## src/rtl/sik_defs.sv

```systemverilog
// Shared SIK definitions: opcodes, NoArg codes, instruction fields, state encoding.
// Used by both the fetch/decode front end and the execute stage.
package sik_defs;

    localparam int WORDSIZE  = 16;
    localparam int OPCODE_HI = 15;
    localparam int OPCODE_LO = 12;
    localparam int ARG_HI    = 11;
    localparam int ARG_LO    = 0;

    localparam logic [3:0] OP_NOARG = 4'd0;
    localparam logic [3:0] OP_JUMP  = 4'd1;
    localparam logic [3:0] OP_JUMPT = 4'd2;
    localparam logic [3:0] OP_JUMPF = 4'd3;
    localparam logic [3:0] OP_CALL  = 4'd4;
    localparam logic [3:0] OP_LOAD  = 4'd5;
    localparam logic [3:0] OP_STORE = 4'd6;
    localparam logic [3:0] OP_PRE   = 4'd7;
    localparam logic [3:0] OP_PUSH  = 4'd8;
    localparam logic [3:0] OP_PUT   = 4'd9;

    localparam logic [11:0] NA_RET  = 12'h001;
    localparam logic [11:0] NA_ADD  = 12'h002;
    localparam logic [11:0] NA_SUB  = 12'h004;
    localparam logic [11:0] NA_AND  = 12'h008;
    localparam logic [11:0] NA_OR   = 12'h010;
    localparam logic [11:0] NA_XOR  = 12'h020;
    localparam logic [11:0] NA_INV  = 12'h040;
    localparam logic [11:0] NA_SHL  = 12'h080;
    localparam logic [11:0] NA_SHR  = 12'h100;
    localparam logic [11:0] NA_SYS  = 12'h200;
    localparam logic [11:0] NA_DUP  = 12'h400;
    localparam logic [11:0] NA_DROP = 12'h800;

    typedef enum logic [1:0] {
        ST_FETCH,
        ST_WAIT,
        ST_HOLD,
        ST_HALTED
    } state_t;

    // Every NoArg code is a single set bit of the 12-bit argument.
    function automatic logic is_noarg(input logic [11:0] arg);
        return $onehot(arg);
    endfunction

endpackage

```

## src/rtl/sik_imm_gen.sv

```systemverilog
// Immediate builder: merges a pending Pre nibble with the 12-bit argument,
// otherwise sign-extends the argument.
module sik_imm_gen
    import sik_defs::*;
(
    input  logic [11:0]         arg,
    input  logic [3:0]          pre_reg,
    input  logic                pre_loaded,
    output logic [WORDSIZE-1:0] imm,
    output logic                pre_used
);

    always_comb begin
        imm      = {{4{arg[11]}}, arg};
        pre_used = 1'b0;
        if (pre_loaded) begin
            imm      = {pre_reg, arg};
            pre_used = 1'b1;
        end
    end

endmodule

```

## src/rtl/sik_fetch_decode.sv

```systemverilog
// SIK fetch/decode front end: fetch, Pre folding, valid/ready hand-off.
// Optional SIK_ILLEGAL_TRAP_EN adds the illegal output and traps bad words.
module sik_fetch_decode
    import sik_defs::*;
#(
    parameter int              PC_W     = 16,
    parameter logic [PC_W-1:0] RESET_PC = '0
) (
    input  logic            clk,
    input  logic            reset,
    output logic            imem_rd,
    output logic [PC_W-1:0] imem_addr,
    input  logic [15:0]     imem_data,
    input  logic            redirect,
    input  logic [PC_W-1:0] redirect_pc,
    output logic            out_valid,
    input  logic            out_ready,
    output logic [3:0]      out_op,
    output logic [11:0]     out_arg,
    output logic [15:0]     out_imm,
    output logic [PC_W-1:0] out_pc,
    output logic            out_pre_used,
    output logic            halted
`ifdef SIK_ILLEGAL_TRAP_EN
    ,
    output logic            illegal
`endif
);

    state_t          state, state_n;
    logic [PC_W-1:0] pc, pc_n;
    logic [3:0]      pre_reg, pre_reg_n;
    logic            pre_loaded, pre_loaded_n;
    logic            valid_n;
    logic [3:0]      op_n;
    logic [11:0]     arg_n;
    logic [15:0]     imm_n;
    logic [PC_W-1:0] opc_n;
    logic            pu_n;

    logic [3:0]      in_op;
    logic [11:0]     in_arg;
    logic [15:0]     imm_w;
    logic            pre_used_w;
    logic            xfer;
    logic            is_sys;

    assign in_op  = imem_data[OPCODE_HI:OPCODE_LO];
    assign in_arg = imem_data[ARG_HI:ARG_LO];
    assign xfer   = out_valid && out_ready;
    assign is_sys = (out_op == OP_NOARG) && (out_arg == NA_SYS);

    assign imem_rd   = reset && (state == ST_FETCH);
    assign imem_addr = pc;
    assign halted    = (state == ST_HALTED);

`ifdef SIK_ILLEGAL_TRAP_EN
    logic bad;
    logic illegal_n;
    assign bad = (in_op > OP_PUT) ||
                 ((in_op == OP_NOARG) && !is_noarg(in_arg));
`endif

    sik_imm_gen u_imm (
        .arg        (in_arg),
        .pre_reg    (pre_reg),
        .pre_loaded (pre_loaded),
        .imm        (imm_w),
        .pre_used   (pre_used_w)
    );

    always_comb begin
        state_n      = state;
        pc_n         = pc;
        pre_reg_n    = pre_reg;
        pre_loaded_n = pre_loaded;
        valid_n      = out_valid;
        op_n         = out_op;
        arg_n        = out_arg;
        imm_n        = out_imm;
        opc_n        = out_pc;
        pu_n         = out_pre_used;
`ifdef SIK_ILLEGAL_TRAP_EN
        illegal_n    = illegal;
`endif
        // A Sys transfer beats a simultaneous redirect.
        if (redirect && (state != ST_HALTED) &&
            !((state == ST_HOLD) && xfer && is_sys)) begin
            pc_n         = redirect_pc;
            pre_loaded_n = 1'b0;
            valid_n      = 1'b0;
            state_n      = ST_FETCH;
        end else begin
            unique case (state)
                ST_FETCH: state_n = ST_WAIT;
                ST_WAIT: begin
`ifdef SIK_ILLEGAL_TRAP_EN
                    if (bad) begin
                        illegal_n = 1'b1;
                        opc_n     = pc;
                        state_n   = ST_HALTED;
                    end else
`endif
                    if (in_op == OP_PRE) begin
                        pre_reg_n    = imem_data[3:0];
                        pre_loaded_n = 1'b1;
                        pc_n         = pc + 1'b1;
                        state_n      = ST_FETCH;
                    end else begin
                        op_n         = in_op;
                        arg_n        = in_arg;
                        imm_n        = imm_w;
                        pu_n         = pre_used_w;
                        opc_n        = pc;
                        valid_n      = 1'b1;
                        pre_loaded_n = 1'b0;
                        pc_n         = pc + 1'b1;
                        state_n      = ST_HOLD;
                    end
                end
                ST_HOLD: begin
                    if (xfer) begin
                        valid_n = 1'b0;
                        state_n = is_sys ? ST_HALTED : ST_FETCH;
                    end
                end
                ST_HALTED: valid_n = 1'b0;
                default:   state_n = ST_FETCH;
            endcase
        end
    end

    always_ff @(posedge clk) begin
        if (!reset) begin
            state        <= ST_FETCH;
            pc           <= RESET_PC;
            pre_reg      <= '0;
            pre_loaded   <= 1'b0;
            out_valid    <= 1'b0;
            out_op       <= '0;
            out_arg      <= '0;
            out_imm      <= '0;
            out_pc       <= RESET_PC;
            out_pre_used <= 1'b0;
`ifdef SIK_ILLEGAL_TRAP_EN
            illegal      <= 1'b0;
`endif
        end else begin
            state        <= state_n;
            pc           <= pc_n;
            pre_reg      <= pre_reg_n;
            pre_loaded   <= pre_loaded_n;
            out_valid    <= valid_n;
            out_op       <= op_n;
            out_arg      <= arg_n;
            out_imm      <= imm_n;
            out_pc       <= opc_n;
            out_pre_used <= pu_n;
`ifdef SIK_ILLEGAL_TRAP_EN
            illegal      <= illegal_n;
`endif
        end
    end

endmodule

```

## config.mk

```make
export PLATFORM = sky130hd
export DESIGN_NAME = sik_fetch_decode
export DESIGN_NICKNAME = d
export VERILOG_FILES = /design/src/rtl/sik_defs.sv /design/src/rtl/sik_imm_gen.sv /design/src/rtl/sik_fetch_decode.sv
export SDC_FILE = /design/constraint.sdc
export NUM_CORES = 1
export LEC_CHECK = 0
export ABC_AREA = 1
export CORE_UTILIZATION = 40
export DETAILED_ROUTE_END_ITERATION = 8
export PLACE_DENSITY = 0.73
export SLEW_MARGIN = 10
export SYNTH_ARGS = -nofsm -noshare
export SYNTH_HDL_FRONTEND = slang
export SYNTH_SLANG_ARGS = --single-unit
```

## constraint.sdc

```tcl
create_clock -name clk -period 1.68 [get_ports clk]
set_input_delay 0.336 -clock clk [delete_from_list [all_inputs] [get_ports clk]]
set_output_delay 0.336 -clock clk [all_outputs]
set_load 0.01 [all_outputs]
```

==> reports/metrics.cfg <==
[outcome]
status=completed

[cells_and_area]
fill_cells=760
layout.area.seq_um2=1246
layout-drive-gt1-share=0.1453
diodes=0
area_delta_synth_final_pct=42.80
multiInputGateArea_um2=1745
nets=623

[worst_setup_path]
ff2ff_path_depth=10
path_cells=clkdlybuf4s50_1
path_buf_inv=1
reg2reg_setup_slack_ns=0.09
slowest_stage=clkdlybuf4s50_1
path_depth=1
crit_fanout=7
crit_arrival_ns=1.32
critPathCaptureType=output port
r2r_end=imem_addr[13]$_SDFFE_PN0P_
endpoint=imem_addr[7]
startpoint=imem_addr[7]$_SDFFE_PN0P_
critPathLaunchType=flip-flop
reg2reg_from=state[0]$_SDFFE_PP0P_
cp_top_family=buffers and inverters
worstPathRequired_ns=1.34
worstSetupPathType=flip-flop to output port
max_stage_delay_ns=0.56

[routing]
drt_iter0_drc=202
num_vias=3556
drc=0
drtAntennaViolNets=0
drt_wl_total_um=9518
drtPass1Iterations=5
viasPerCell=5.154
wl_per_cell_um=13.79

[global_routing]
grt_pass1_wl_um=15190
grt_util_all_layers=0.2207
antenna_found_initial=0
first_global_vias=3237
overflow=0
grt_max_degree=34

[synth]
ys.flop_type=dfxtp_1
synth_top_cells_by_count=117 x nand2_1, 78 x nand3_1, 65 x a21oi_1
synth_top_family_by_area=simple AND/OR/NAND/NOR gates
synth_edf_count=0
netlist.area_leader.share=0.3630
synth_adder_area_share=0.02603
ys_ff_latch=61
yosysMostFrequentCell=nand2_1
yosys.area_share.xor_xnor=0.005206
synthArstFlopShare=0
synth_compound_area_frac=0.1145
synthSimpleGateAreaFrac=0.3637
ys_warn_count=0
synth_area_um2=3364
yosysSeqAreaShare=0.3630
syn_inst=471
synth_area_leaders=dfxtp_1 36%, nand2_1 13%, nand3_1 12%, a21oi_1 9.7%, nor2_1 3.5%
synth_cell_types=31
syn_nets=514
syn_area_per_cell_um2=7.143
synthMuxAreaShare=0
yosysTopAreaCell=dfxtp_1

[clock_network]
clk_latency_ns=0.34
clock-sinks=61
cts-root-buf=clkbuf_8
cts_tree=done
clk_pin_slew_ns=0.07
cts_buffers=9
htreeDepth=3
holdBufCountCts=0
cts.path.max_buffers=2

[sta]
hold_viol=0
max_freq_mhz=605.5
period_minus_slack_ns=1.652
slew_headroom=0.7356
tns_ns=0
skew_ns=0.009629
layout_setup_ws_ns=0.02845
finalSetupViolations=0
layout_worst_path_cycle_share=0.9831
tightest_slew_ns=0.3924
slew_violations=0
whs_ns=0.4585

[placement]
place_ws_ns=-0.2035
place_congestion=0.8159
portBuffers=103
dpl.hpwl_um=6883

[floorplan]
core_area_um2=8175
die_area_um2=8782
initial_core_util=0.4115
rows=33
ios=104
die_h_um=93.71
die_w_um=93.71

[power_and_ir_drop]
powerDensity_nw_per_um2=749.2
leakage_nw=1.929
irDropWorstVdd_v=0.0004953

[flow_run]
drv_cap=0

[worst_hold_path]
hold_path.class=flip-flop to flip-flop

## power breakdown
group	internal (mW)	leakage (nW)	switching, mW	total [mW]
clock	0.768	0.104	0.580	1.35
sequential	1.51	0.503	0.0755	1.58
combinational	0.344	1.32	0.325	0.670
## layer usage
metal,share of wire,wire length [um],vias up,track usage
met4,0.020,189,0,0.08333
met1,0.45,4303,1653,0.2995
met2,0.47,4505,121,0.3504
met3,0.055,519,16,0.03560
met5,0,0,-,0
li1,-,-,1766,-
## through the flow
step | power (mW) | cell area (um2) | util | instances
2_1_floorplan | 1.949 | 3364 | - | 471
3_3_place_gp | 2.257 | 4536 | 0.5548 | 672
3_5_place_dp | 2.271 | 4536 | 0.5548 | 672
4_1_cts | 3.605 | 4763 | 0.5826 | 689
5_1_grt | 3.748 | 4805 | 0.5877 | 690
6_report | 3.599 | 4805 | 0.5877 | 690
## kinds of logic (layout without fill, tap and decap cells)
family / after synthesis / in the layout
flops: 61 / 61
buf+inv: 67 / 180
simple gates: 259 / 260
fa+ha+maj: 7 / 7
compound gates: 75 / 75
xor+xnor: 2 / 2
## how the worst min path moves through the flow
stage,start,to,slack (ns),cells past startpoint
floorplan,pre_reg[0]$_SDFFE_PN0P_,pre_reg[0]$_SDFFE_PN0P_,0.44,2
global placement,out_pc[5]$_SDFFE_PN0P_,out_pc[5]$_SDFFE_PN0P_,0.45,2
detailed placement,out_pc[7]$_SDFFE_PN0P_,out_pc[7]$_SDFFE_PN0P_,0.45,2
CTS,out_pc[7]$_SDFFE_PN0P_,out_pc[7]$_SDFFE_PN0P_,0.46,2
global route,out_pc[6]$_SDFFE_PN0P_,out_pc[6]$_SDFFE_PN0P_,0.48,2
finish,out_pc[6]$_SDFFE_PN0P_,out_pc[6]$_SDFFE_PN0P_,0.46,2
## timing repair
action,4_1_cts,5_1_grt
setup buffers,1,0
gates cloned,0,1
setup endpoints to repair,20,33
pin swaps,0,3
resized for setup,21,11
## layout by cell type, fill, tap and decap left out, types with 2 or more instances in the layout
master / instances
dlymetal6s2s_1: 3
nand3b_1: 11
dfxtp_4: 3
nor2_2: 6
nor2_1: 29
ha_1: 7
buf_12: 7
clkbuf_8: 11
a21oi_1: 65
nand2_1: 117
nand2_4: 4
dfxtp_1: 47
clkdlybuf4s50_1: 96
nor2_4: 5
nand4_1: 5
clkbuf_1: 2
dfxtp_2: 11
inv_1: 24
buf_4: 25
o21ai_0: 7
nand3_1: 78
inv_2: 4
dlygate4sd2_1: 3
## area by class of cell
cell class / instances / area share
clock buffers: 13 / 0.03307
well taps: 105 / 0.02734
flip-flops and latches: 61 / 0.2594
multi-input cells: 344 / 0.3633
inverters: 28 / 0.02188
repair buffers: 136 / 0.2859
clock inverters: 3 / 0.009115
No activity file was read; power rests on OpenSTA's default activity.
